$ cat config.mk
export PLATFORM = sky130hd
export DESIGN_NAME = pwm_pitch_meter
export DESIGN_NICKNAME = d
export VERILOG_FILES = /design/src/rtl/pwm_pitch_meter.sv
export SDC_FILE = /design/constraint.sdc
export NUM_CORES = 1
export LEC_CHECK = 0
export BUFFER_PORTS_ARGS = -buffer_cell sky130_fd_sc_hd__buf_4
export CAP_MARGIN = 20
export CORE_MARGIN = 1.5
export CORE_UTILIZATION = 51
export CTS_CLUSTER_SIZE = 40
export DETAILED_ROUTE_END_ITERATION = 7
export GPL_ROUTABILITY_DRIVEN = 0
export PLACE_DENSITY = 0.75
export SYNTH_ARGS = -nofsm -noshare
export SYNTH_HDL_FRONTEND = slang
export SYNTH_SLANG_ARGS = --single-unit
$ cat constraint.sdc
create_clock -name clk -period 1.79 [get_ports clk]
set_input_delay 0.0895 -clock clk [delete_from_list [all_inputs] [get_ports clk]]
set_output_delay 0.0895 -clock clk [all_outputs]
set_load 0.1 [all_outputs]
$ cat src/rtl/pwm_pitch_meter.sv
// Measures period and high time of a square wave in clk cycles, with a one-cycle
// valid strobe per completed period and an idle flag for missing or lost signal.
module pwm_pitch_meter #(
    parameter int CNT_W = 16
) (
    input  logic             clk,
    input  logic             RST,
    input  logic             pwm_i,
    output logic [CNT_W-1:0] period_o,
    output logic [CNT_W-1:0] high_o,
    output logic             valid_o,
    output logic             idle_o
);

    localparam logic [1:0] WAIT_FIRST = 2'd0;
    localparam logic [1:0] MEASURE    = 2'd1;
    localparam logic [1:0] TIMEOUT    = 2'd2;

    localparam logic [CNT_W-1:0] CNT_ONE = {{(CNT_W-1){1'b0}}, 1'b1};
    localparam logic [CNT_W-1:0] CNT_MAX = {CNT_W{1'b1}};

    logic             s1_r;
    logic             s2_r;
    logic             s3_r;
    logic             rise_s;
    logic [1:0]       state_r;
    logic [1:0]       state_s;
    logic [CNT_W-1:0] cnt_r;
    logic [CNT_W-1:0] cnt_s;
    logic [CNT_W-1:0] hcnt_r;
    logic [CNT_W-1:0] hcnt_s;
    logic [CNT_W-1:0] period_s;
    logic [CNT_W-1:0] high_s;
    logic             valid_s;
    logic             idle_s;

    assign rise_s = s2_r & ~s3_r;

    // Two-stage synchronizer plus one delay stage for rising-edge detection.
    always_ff @(posedge clk) begin
        if (RST) begin
            s1_r <= 1'b0;
            s2_r <= 1'b0;
            s3_r <= 1'b0;
        end else begin
            s1_r <= pwm_i;
            s2_r <= s1_r;
            s3_r <= s2_r;
        end
    end

    // Next-state, counter and output update logic.
    always_comb begin
        state_s  = state_r;
        cnt_s    = cnt_r;
        hcnt_s   = hcnt_r;
        period_s = period_o;
        high_s   = high_o;
        valid_s  = 1'b0;
        idle_s   = idle_o;
        case (state_r)
            WAIT_FIRST, TIMEOUT: begin
                // Entering MEASURE keeps idle high until the first full period is reported.
                idle_s = 1'b1;
                if (rise_s) begin
                    cnt_s   = CNT_ONE;
                    hcnt_s  = CNT_ONE;
                    state_s = MEASURE;
                end else begin
                    state_s = state_r;
                end
            end
            MEASURE: begin
                if (rise_s) begin
                    period_s = cnt_r;
                    high_s   = hcnt_r;
                    valid_s  = 1'b1;
                    idle_s   = 1'b0;
                    cnt_s    = CNT_ONE;
                    hcnt_s   = CNT_ONE;
                end else if (cnt_r == CNT_MAX) begin
                    state_s = TIMEOUT;
                    idle_s  = 1'b1;
                end else begin
                    cnt_s  = cnt_r + CNT_ONE;
                    hcnt_s = hcnt_r + {{(CNT_W-1){1'b0}}, s2_r};
                end
            end
            default: begin
                state_s = WAIT_FIRST;
                idle_s  = 1'b1;
            end
        endcase
    end

    // State, counters and registered outputs.
    always_ff @(posedge clk) begin
        if (RST) begin
            state_r  <= WAIT_FIRST;
            cnt_r    <= {CNT_W{1'b0}};
            hcnt_r   <= {CNT_W{1'b0}};
            period_o <= {CNT_W{1'b0}};
            high_o   <= {CNT_W{1'b0}};
            valid_o  <= 1'b0;
            idle_o   <= 1'b1;
        end else begin
            state_r  <= state_s;
            cnt_r    <= cnt_s;
            hcnt_r   <= hcnt_s;
            period_o <= period_s;
            high_o   <= high_s;
            valid_o  <= valid_s;
            idle_o   <= idle_s;
        end
    end

endmodule

==> key figures, run 1 <==
Status
  – Outcome: finished, final reports clean

Critical path
  – Crit path DAT: slightly below 2 ns
  – Worst r2r path cells: 7
  – Critical path capture point type: flip-flop
  – Critical Path Start: cnt_r[5]$_SDFFE_PP0P_
  – Top fanout value on the critical path: 5
  – Largest stage delay, worst path: ~0.37 ns
  – Data required time of the worst path: just over 2 ns
  – Critical path class: reg -> reg
  – CP Launch Type: flip-flop
  – Slowest CP cell: dfxtp_1
  – Worst reg2reg path startpoint: cnt_r[5]$_SDFFE_PP0P_
  – Most used cell, CP: buf_4
  – Worst-path cell chain: nand4_1, or2_4, buf_4, buf_4, o211ai_1, xor2_1, nor2_1

GRT
  – GRT met1 Usage: between 20% and 30%
  – First-pass GRT wire length: about 12000 um
  – GR peak layer: met2
  – GR Util All Layers: around 24%
  – GR Util met3: 4.71%
  – Vias in the first global route: between 2000 and 3000
  – Gr ovfl total: 0
  – Met2 GRT Util: roughly two fifths
  – Initial antenna violation count: 0
  – Largest net degree at the start of global routing: 31

Finish
  – Fin nets: around 450
  – Commonest non-fill, non-tap cell in the layout: buf_4
  – Layout Utilization: 70.7%
  – Layout Cells excl Fill: just over 500
  – Most frequent cells in the layout: buf_4 (88), nand2_1 (82), dfxtp_1 (61)
  – Final Cell Area: 3940 sq um
  – Layout cells sized above 1: ~30%
  – Layout overhead on the synthesized area: 32.6%
  – ANT cells: 0

Synthesis
  – Synth area leaders: dfxtp_1 (48%), nand2_1 (10%), a21oi_1 (7.7%)
  – Synthesized flop and latch total: 71
  – Async set-or-reset flop fraction in the synthesized netlist: 0%
  – Ys flop type: dfxtp_1
  – Largest area contributor in the netlist: dfxtp_1
  – Syn_area_per_cell: ~8.3 sq um
  – Post-synthesis sequential area ratio: about 48%
  – Synth top area share: 47.8%
  – Yosys warning count: 0
  – Synth Net Count: between 300 and 400
  – Synth Cell Area: 2970 sq um
  – Mapped Cells: 359
  – Post-synth EDFFs: 0
  – Yosys cell types: 43

Floorplanning
  – Initial Util: between 50% and 60%
  – Core ar.: 5570 sq um
  – Die area: ~6300 sq um
  – Die X-Extent: ~80 um
  – I/O pin total: 37
  – Die height: a little under 80 um
  – Row Count: 27

Run
  – Max_cap viols: 0

Timing
  – Max-slew violation count: 0
  – Least-Margin Pin Slew: 0.454 ns
  – Setup Skew: about 0.0084 ns
  – Headroom to the max-slew limit: 69.7%
  – Final Cycle Share: between 90 and 100%
  – Unrepaired setup endpoints after global routing: yes
  – Maximum clock rate: approximately 580 MHz
  – Final WS setup: 0.0745 ns
  – Min Tclk post-route: between 1.5 and 2 ns
  – Final Hold Viols: 0
  – Setup-failing EPs final: 0

Detailed routing
  – WL per Instance: 14.2 um
  – Wirelength, routed: roughly 7300 um
  – Post-DR vias/cell: approximately 5.6
  – Via count: about 2900
  – Remaining antenna violation count: 0
  – 1st-iter DRT viols: 180
  – DRC: 0
  – DR pass1 iterations: 4

Power
  – Max VDD drop: between 0.5 and 0.6 mV
  – Gate power share: 5.1%
  – Reg power frac: between 50% and 60%
  – Cell Int Power: approximately 2400 uW
  – Leakage: 0.00149 uW
  – Switch share: 23.1%
  – Pwr dens: slightly below 800 nW/um^2
  – Share of total power in the clock network: a little over two fifths
  – Final Power: slightly above 3000 uW
  – Psw: 708 uW

Clocking
  – H-tree depth: 3
  – TritonCTS clock tree: built
  – Cts bufs inserted: 9
  – Clock Latency Late Sink: roughly 0.35 ns
  – # clock sinks: 71
  – CTS root buffer: clkbuf_8
  – CTS Buffer Depth: 2
  – Clock slew seen by the registers of the worst setup and hold paths: 0.07 ns

Hold path
  – Hold path depth: 2
  – Hold WC Path Type: in -> reg
  – Worst Min Path Start: RST

Place
  – Post-Place Worst Slack: -0.0802 ns
  – DP Cell Count: 496
  – Placed cell areas: roughly 3600 sq um
  – Post-DP HPWL: between 5000 and 6000 um
  – Number of I/O port buffers: 36
## sequential cells by signal, summed over array words and instances, names as in the netlist
signal    cells
cnt_r        16
hcnt_r       16
high_o       16
period_o     16
state_r       2
idle_o        1
s1_r          1
s2_r          1
s3_r          1
valid_o       1
## critical path, delay by kind of cell, from the launching register on
kind | cells | cell delay, ns
buf+inv | 2 | 0.29
flops | 1 | 0.37
simple gates | 3 | 0.56
compound gates | 1 | 0.21
xor+xnor | 1 | 0.17
## synthesized netlist by cell type (2+ instances only)
master / count
a2111o_1: 2
a21oi_1: 46
a311oi_1: 2
a31oi_1: 2
and3_1: 5
and4_1: 2
clkbuf_1: 18
dfxtp_1: 71
ha_1: 3
inv_1: 2
nand2_1: 82
nand2b_1: 2
nand3_1: 12
nand4_1: 5
nor2_1: 30
nor2b_1: 5
nor3_1: 6
nor4_1: 2
o2111ai_1: 2
o211ai_1: 7
o21ai_0: 6
o21ai_2: 2
o31ai_1: 4
or3_1: 3
or4_1: 7
or4_2: 3
xnor2_1: 4
xor2_1: 9
## metrics by stage
step                      hold WS [ns]  setup TNS (ns)
after detailed placement         0.308          -0.298
final                           0.0893               0
after global placement           0.299         -0.0877
after floorplan                  0.218         -0.0200
after global routing             0.111         -0.0619
after CTS                       0.0956               0
## metal layers
layer,wire length [um],up-vias
met1,3290,1356
met2,3550,73
met5,0,-
met4,189,0
li1,-,1417
met3,302,19
## timing repair
item	CTS	global route
hold buffers	1	0
setup endpoints to repair	9	23
pin swaps	1	10
gates resized for setup	1	24
hold endpoints to repair	1	0
buffers inserted	2	1
## cell families (layout without fill, tap and decap cells)
kind of cell	after synthesis	in the layout	synth area share, %
AOI/OAI and AO/OA	79	79	16.4
xor gates and xnor gates	13	13	3.83
adders and majority gates	3	3	1.26
buffers and inverters	22	107	3.16
DFF	71	71	47.8
and+or+nand+nor	171	171	27.5
## final cells by class
cell class              count  area (sq um)
flip-flops and latches     71          1440
clock inverters             5          56.3
multi-input cells         266          1530
clock buffers              11           151
repair buffers             89           671
inverters                   2          7.51
fillers                   471          1630
well taps                  72          90.1
## final timing paths
path	end	slack, ns
hold / removal	state_r[1]$_SDFFE_PP0P_	0.09
setup / recovery	hcnt_r[10]$_SDFFE_PP0P_	0.07
hold reg to reg	s2_r$_SDFF_PP0_	0.44
setup reg to reg	hcnt_r[10]$_SDFFE_PP0P_	0.07
## power by group through the flow
stage          Combinational, uW  Sequential, uW  Clock, uW
2_1_floorplan               77.3            1630          0
3_3_place_gp                 141            1630          0
3_5_place_dp                 144            1630          0
4_1_cts                      146            1600       1330
5_1_grt                      167            1600       1400
6_report                     156            1600       1320
Note: power is estimated with default switching activity, not from simulation.
==> run 2, diff against run 1 <==
--- a/config.mk
+++ b/config.mk
@@ -7,12 +7,15 @@
 export LEC_CHECK = 0
 export BUFFER_PORTS_ARGS = -buffer_cell sky130_fd_sc_hd__buf_4
 export CAP_MARGIN = 20
+export CELL_PAD_IN_SITES_DETAIL_PLACEMENT = 1
+export CELL_PAD_IN_SITES_GLOBAL_PLACEMENT = 1
+export CORE_ASPECT_RATIO = 1.4
 export CORE_MARGIN = 1.5
-export CORE_UTILIZATION = 51
+export CORE_UTILIZATION = 43
 export CTS_CLUSTER_SIZE = 40
 export DETAILED_ROUTE_END_ITERATION = 7
 export GPL_ROUTABILITY_DRIVEN = 0
-export PLACE_DENSITY = 0.75
+export PLACE_DENSITY = 0.8
 export SYNTH_ARGS = -nofsm -noshare
 export SYNTH_HDL_FRONTEND = slang
 export SYNTH_SLANG_ARGS = --single-unit
==> constraint.sdc (replaced) <==
create_clock -name clk -period 1.8 [get_ports clk]
set_input_delay 0.09 -clock clk [delete_from_list [all_inputs] [get_ports clk]]
set_output_delay 0.09 -clock clk [all_outputs]
set_load 0.1 [all_outputs]
==> run 2 against run 1 <==
Net effect: global-route usage is 2.6 points higher; clock power decreased by 14%; combinational power is 9% higher; count of clock-buffer cells in the layout is the same; wire length is 28% higher; sequential share of layout area fell by 0.82 points; flip-flop and latch count unchanged; cell count rose by 5.2%; worst hold slack got worse by 0.056 ns; sequential power is essentially flat; first-iteration DRC count fell by 38%; largest power group unchanged; highest routed layer unchanged.
==> key figures, run 2 (synthesis results as in run 1) <==
Finish
  – Most frequent cells in the layout: buf_4 (95), nand2_1 (82), dfxtp_1 (64)
  – Filler Cells Inserted: 836 (+77%)
  – Layout Cells excl Fill: 543 (+5.2%)
  – Final Cell Area: 4010 sq um (+1.8%)
  – Reg area: 1430 sq um (-0.44%)
  – Multi-input logic area: 1530 sq um (+0.41%)
  – Commonest non-fill, non-tap cell in the layout: buf_4
  – Fin nets: 454 (+2.0%)
  – Layout cells sized above 1: 32.2% (+1.7 points)
  – Layout overhead on the synthesized area: 35.0%
  – ANT cells: 0 (unchanged)

Run
  – Max_cap viols: 0 (unchanged)

Floorplanning
  – Die height: 101 um (+28%)
  – Die area: 7430 sq um (+18%)
  – I/O pin total: 37 (unchanged)
  – Core ar.: 6660 sq um (+19%)
  – Row Count: 35 (+30%)
  – Initial Util: 44.6% (-8.7 points)
  – Die X-Extent: 73.3 um (-7.7%)

GRT
  – Gr ovfl total: 0 (unchanged)
  – GR Util All Layers: 26.8% (+2.6 points)
  – Vias in the first global route: 3114 (+19%)
  – Largest net degree at the start of global routing: 39 (+26%)
  – Initial antenna violation count: 0 (unchanged)
  – First-pass GRT wire length: 15100 um (+28%)

Place
  – Number of I/O port buffers: 36 (unchanged)
  – Placed cell areas: 3700 sq um (+2.3%)
  – DP Cell Count: 522 (+5.2%)
  – Post-DP HPWL: 6160 um (+19%)
  – Post-Place Worst Slack: -0.0982 ns (-0.0180 ns)

Critical path
  – Crit path DAT: 2.04 ns (+0.08 ns)
  – R2r setup slk: 0.008 ns (-0.07 ns)
  – Data required time of the worst path: 2.04 ns (about the same)
  – Top fanout value on the critical path: 9 (+4)
  – Critical path class: reg -> reg
  – Critical path capture point type: flip-flop
  – CP Launch Type: flip-flop

Clocking
  – Clock Latency Late Sink: 0.35 ns (about the same)
  – # clock sinks: 71 (unchanged)
  – H-tree depth: 3 (unchanged)
  – CTS Buffer Depth: 2 (unchanged)
  – TritonCTS clock tree: built
  – CTS root buffer: clkbuf_8
  – Clock slew seen by the registers of the worst setup and hold paths: 0.07 ns (about the same)
  – Cts bufs inserted: 9 (unchanged)

Timing
  – Setup Skew: 0.00978 ns (+0.00136 ns)
  – Setup-failing EPs final: 0 (unchanged)
  – Max-slew violation count: 0 (unchanged)
  – Unrepaired setup endpoints after global routing: yes
  – Final Cycle Share: 99.6% (+3.7 points)
  – Post-Route Setup TNS: 0 ns (unchanged)
  – Least-Margin Pin Slew: 0.425 ns (-0.0286 ns)
  – Headroom to the max-slew limit: 71.7% (+2.0 points)
  – Maximum clock rate: 558 MHz (-4.3%)
  – Final Hold Viols: 0 (unchanged)
  – Min Tclk post-route: 1.79 ns (+0.0766 ns)
  – Final WS setup: 0.00789 ns (-0.0666 ns)

Hold path
  – Hold WC Path Type: in -> reg

Status
  – Outcome: finished, final reports clean

Power
  – Max VDD drop: 0.510 mV (-2.2%)
  – Pwr dens: 723 nW/um^2 (-7.2%)
  – Final Power: 2900 uW (-5.5%)
  – Leakage: 0.00154 uW (+2.9%)

Detailed routing
  – Wirelength, routed: 9350 um (+28%)
  – DRC: 0 (unchanged)
  – Remaining antenna violation count: 0 (unchanged)
  – Via count: 2998 (+4.6%)
  – Post-DR vias/cell: 5.52 (-0.56%)
  – DR pass1 iterations: 4 (unchanged)
  – WL per Instance: 17.2 um (+21%)
  – 1st-iter DRT viols: 111 (-38%)
## run 2: changes by cell type in the layout (fill, tap and decap cells not counted), sizes merged
cell | before | now
buf | 88 | 97
bufinv | 1 | 0
clkinv | 3 | 1
clkinvlp | 1 | 2
## run 2: worst max-delay path: stages, from the launching register on
cell	delay, ns
dfxtp_1	0.35
ha_2	0.20
nand3_2	0.09
or2_4	0.28
buf_4	0.18
nor4_1	0.35
xnor2_1	0.16
nor2_1	0.05
## run 2: per-stage QoR
step	hold slack, ns	util [%]
5_1_grt	0.0273	60.3
2_1_floorplan	0.218	-
3_3_place_gp	0.300	55.6
3_5_place_dp	0.307	55.6
4_1_cts	0.0154	58.9
6_report	0.0332	60.3
## run 2: final timing paths
check | from | endpoint | depth (start not counted)
hold / removal | RST | cnt_r[0]$_SDFFE_PP0P_ | 2
hold reg to reg | high_o[11]$_SDFFE_PP0N_ | high_o[11]$_SDFFE_PP0N_ | 2
setup reg to reg | cnt_r[1]$_SDFFE_PP0P_ | cnt_r[14]$_SDFFE_PP0P_ | 7
setup / recovery | cnt_r[1]$_SDFFE_PP0P_ | cnt_r[14]$_SDFFE_PP0P_ | 7
## run 2: routing by layer
layer  track usage (%)  wire [um]
met1              28.6       3780
met4              12.6        273
met3              6.97        261
met2              48.2       5040
met5                 0          0
## run 2: report_power, final
group / switching [uW] / internal, uW
registers: 8.86 / 1580
clock network: 586 / 557
logic: 106 / 63.2
total: 701 / 2200
## run 2: final cells by class
class	count	share of cell area (%)
multi-input combinational	266	38.2
sequential	71	35.6
timing repair buffer	98	18.8
clock buffer	11	3.77
tap	92	2.87
clock inverter	3	0.499
inverter	2	0.187
## run 2: what timing repair did
action / in CTS / in global routing
pin swaps: 5 / 8
setup endpoints to repair: 7 / 21
hold buffers: 1 / 0
buffers inserted: 2 / 4
hold endpoints to repair: 1 / 0
gates cloned: 0 / 0
gates resized for setup: 9 / 18
==> run 3, diff against run 2 <==
--- a/config.mk
+++ b/config.mk
@@ -5,7 +5,7 @@
 export SDC_FILE = /design/constraint.sdc
 export NUM_CORES = 1
 export LEC_CHECK = 0
-export BUFFER_PORTS_ARGS = -buffer_cell sky130_fd_sc_hd__buf_4
+export BUFFER_PORTS_ARGS = -buffer_cell sky130_fd_sc_hd__buf_2
 export CAP_MARGIN = 20
 export CELL_PAD_IN_SITES_DETAIL_PLACEMENT = 1
 export CELL_PAD_IN_SITES_GLOBAL_PLACEMENT = 1
@@ -15,6 +15,7 @@
 export CTS_CLUSTER_SIZE = 40
 export DETAILED_ROUTE_END_ITERATION = 7
 export GPL_ROUTABILITY_DRIVEN = 0
+export GPL_TIMING_DRIVEN = 0
 export PLACE_DENSITY = 0.8
 export SYNTH_ARGS = -nofsm -noshare
 export SYNTH_HDL_FRONTEND = slang
==> run 3 against run 2 <==
Net effect: clock power up 9%; cell count is 5.2% lower; flip-flop and latch count is the same; clock skew decreased by 0.00095 ns; global-route usage shrank 2.8 points; worst hold slack improved by 0.23 ns; utilization shrank 3.7 points; non-clock buffer count down 30; largest cell class unchanged.
==> key figures, run 3 (synthesis results as in run 1) <==
Status
  – Outcome: finished, final reports clean

Floorplanning
  – Row Count: 35 (unchanged)
  – Die area: 7430 sq um (unchanged)
  – I/O pin total: 37 (unchanged)
  – Initial Util: 44.6% (unchanged)
  – Die height: 101 um (unchanged)
  – Die X-Extent: 73.3 um (unchanged)
  – Core ar.: 6660 sq um (unchanged)

Critical path
  – Top fanout value on the critical path: 6 (-3)
  – Critical path capture point type: flip-flop
  – Buf/Inv on CP: 0 (-1)
  – Critical Path Start: s2_r$_SDFF_PP0_
  – R2r setup slk: 0.03 ns (+0.02 ns)
  – Data required time of the worst path: 2.08 ns (+0.04 ns)
  – Crit path DAT: 2.05 ns (about the same)
  – Delay-heaviest family, CP: simple AND/OR/NAND/NOR gates
  – RR Endpoint: hcnt_r[12]$_SDFFE_PP0P_
  – Critical path class: reg -> reg
  – CP Depth: 5 (-2)
  – Worst reg2reg path startpoint: s2_r$_SDFF_PP0_
  – Worst-path cell chain: ha_1, and3_1, nand2_1, or4_2, a21oi_1
  – Worst r2r path cells: 5 (-2)
  – Slowest CP cell: or4_2
  – Largest stage delay, worst path: 0.54 ns (+0.19 ns)
  – CP Launch Type: flip-flop
  – End of the critical path: hcnt_r[12]$_SDFFE_PP0P_

Finish
  – ANT cells: 0 (unchanged)
  – Fin nets: 424 (-6.6%)
  – Final Cell Area: 3770 sq um (-6.1%)
  – Filler Cells Inserted: 815 (-2.5%)
  – Layout overhead on the synthesized area: 26.8%
  – Layout Cells excl Fill: 515 (-5.2%)
  – Commonest non-fill, non-tap cell in the layout: nand2_1
  – Layout cells sized above 1: 27.7% (-4.5 points)
  – Most frequent cells in the layout: nand2_1 (81), dfxtp_1 (55), a21oi_1 (44)
  – Layout Utilization: 56.6% (-3.7 points)
  – Multi-input logic area: 1600 sq um (+4.1%)
  – Reg area: 1460 sq um (+2.0%)

Detailed routing
  – Remaining antenna violation count: 0 (unchanged)
  – Post-DR vias/cell: 5.62 (+1.8%)
  – Wirelength, routed: 8740 um (-6.5%)
  – DR pass1 iterations: 5 (+1)
  – Via count: 2894 (-3.5%)
  – 1st-iter DRT viols: 149 (+34%)
  – DRC: 0 (unchanged)
  – WL per Instance: 17.0 um (-1.4%)

Timing
  – Least-Margin Pin Slew: 0.648 ns (+0.223 ns)
  – Final Cycle Share: 98.5% (-1.1 points)
  – Hold WS: 0.268 ns (+0.235 ns)
  – Setup Skew: 0.00883 ns (-0.000951 ns)
  – Headroom to the max-slew limit: 56.6% (-15 points)
  – Final Hold Viols: 0 (unchanged)
  – Unrepaired setup endpoints after global routing: yes
  – Min Tclk post-route: 1.77 ns (-0.0194 ns)
  – Maximum clock rate: 564 MHz (+1.1%)
  – Setup-failing EPs final: 0 (unchanged)
  – Max-slew violation count: 0 (unchanged)

GRT
  – Largest net degree at the start of global routing: 12 (-69%)
  – Initial antenna violation count: 0 (unchanged)
  – First-pass GRT wire length: 13500 um (-11%)
  – GR Util All Layers: 24.0% (-2.8 points)
  – Vias in the first global route: 2725 (-12%)
  – Gr ovfl total: 0 (unchanged)

Clocking
  – TritonCTS clock tree: built
  – # clock sinks: 71 (unchanged)
  – Clock Latency Late Sink: 0.35 ns (about the same)
  – CTS root buffer: clkbuf_8
  – Cts bufs inserted: 9 (unchanged)
  – CTS Buffer Depth: 2 (unchanged)
  – Clock slew seen by the registers of the worst setup and hold paths: 0.08 ns (about the same)
  – H-tree depth: 3 (unchanged)

Place
  – Number of I/O port buffers: 35 (-2.8%)
  – DP Cell Count: 486 (-6.9%)
  – Post-DP HPWL: 5690 um (-7.6%)
  – Placed cell areas: 3260 sq um (-12%)

Power
  – Pwr dens: 789 nW/um^2 (+9.2%)
  – Leakage: 0.00135 uW (-12%)
  – Final Power: 2970 uW (+2.5%)
  – Max VDD drop: 0.506 mV (-0.78%)

Hold path
  – Hold WC Path Type: in -> reg

Run
  – Max_cap viols: 0 (unchanged)
[run 3: worst min path at each step]
stage               slack, ns                     to  cells after the start  startpoint
global placement         0.30        s1_r$_SDFF_PP0_                      2       pwm_i
CTS                      0.24  cnt_r[5]$_SDFFE_PP0P_                      3         RST
detailed placement       0.31        s1_r$_SDFF_PP0_                      2       pwm_i
finish                   0.27  cnt_r[5]$_SDFFE_PP0P_                      3         RST
global route             0.28  cnt_r[5]$_SDFFE_PP0P_                      3         RST
floorplan                0.22        s1_r$_SDFF_PP0_                      1       pwm_i
[run 3: tightest hold or removal path: stages]
cell	delay, ns
clkbuf_1	0.22
a21o_1	0.21
a21oi_1	0.06
[run 3: timing repair]
item / 4_1_cts / 5_1_grt
setup buffers: 9 / 6
pin swaps: 6 / 10
hold buffers: 1 / 0
setup endpoints to repair: 64 / 45
endpoints found under the hold margin: 1 / 0
resized for setup: 39 / 24
[run 3: metrics by stage]
| step | worst slack (ns) | setup TNS (ns) |
|---|---|---|
| floorplan | -0.00407 | -0.00407 |
| global placement | -0.363 | -9.90 |
| global route | -0.0423 | -0.345 |
| CTS | -0.00321 | -0.00321 |
| detailed placement | -0.426 | -13.09 |
| finish | 0.0273 | 0 |
[run 3: layer usage]
metal	vias up	track usage, %	wire length [um]
met4	0	11.9	288
met3	27	6.17	342
li1	1377	-	-
met1	1417	28.0	3640
met2	73	40.3	4470
met5	-	0	0
[run 3: layout make-up]
cell class              instances  share of cell area, %
repair buffers                 51                   7.90
well taps                      92                   3.06
inverters                       2                  0.199
plain buffers                  17                   2.56
multi-input cells             266                   42.4
flip-flops and latches         71                   38.7
clock inverters                 2                  0.332
clock buffers                  14                   4.85
[run 3: power by group]
| part | internal (uW) | switching, uW |
|---|---|---|
| combinational | 44.3 | 104 |
| clock | 650 | 590 |
| sequential | 1570 | 14.2 |
| total | 2270 | 708 |
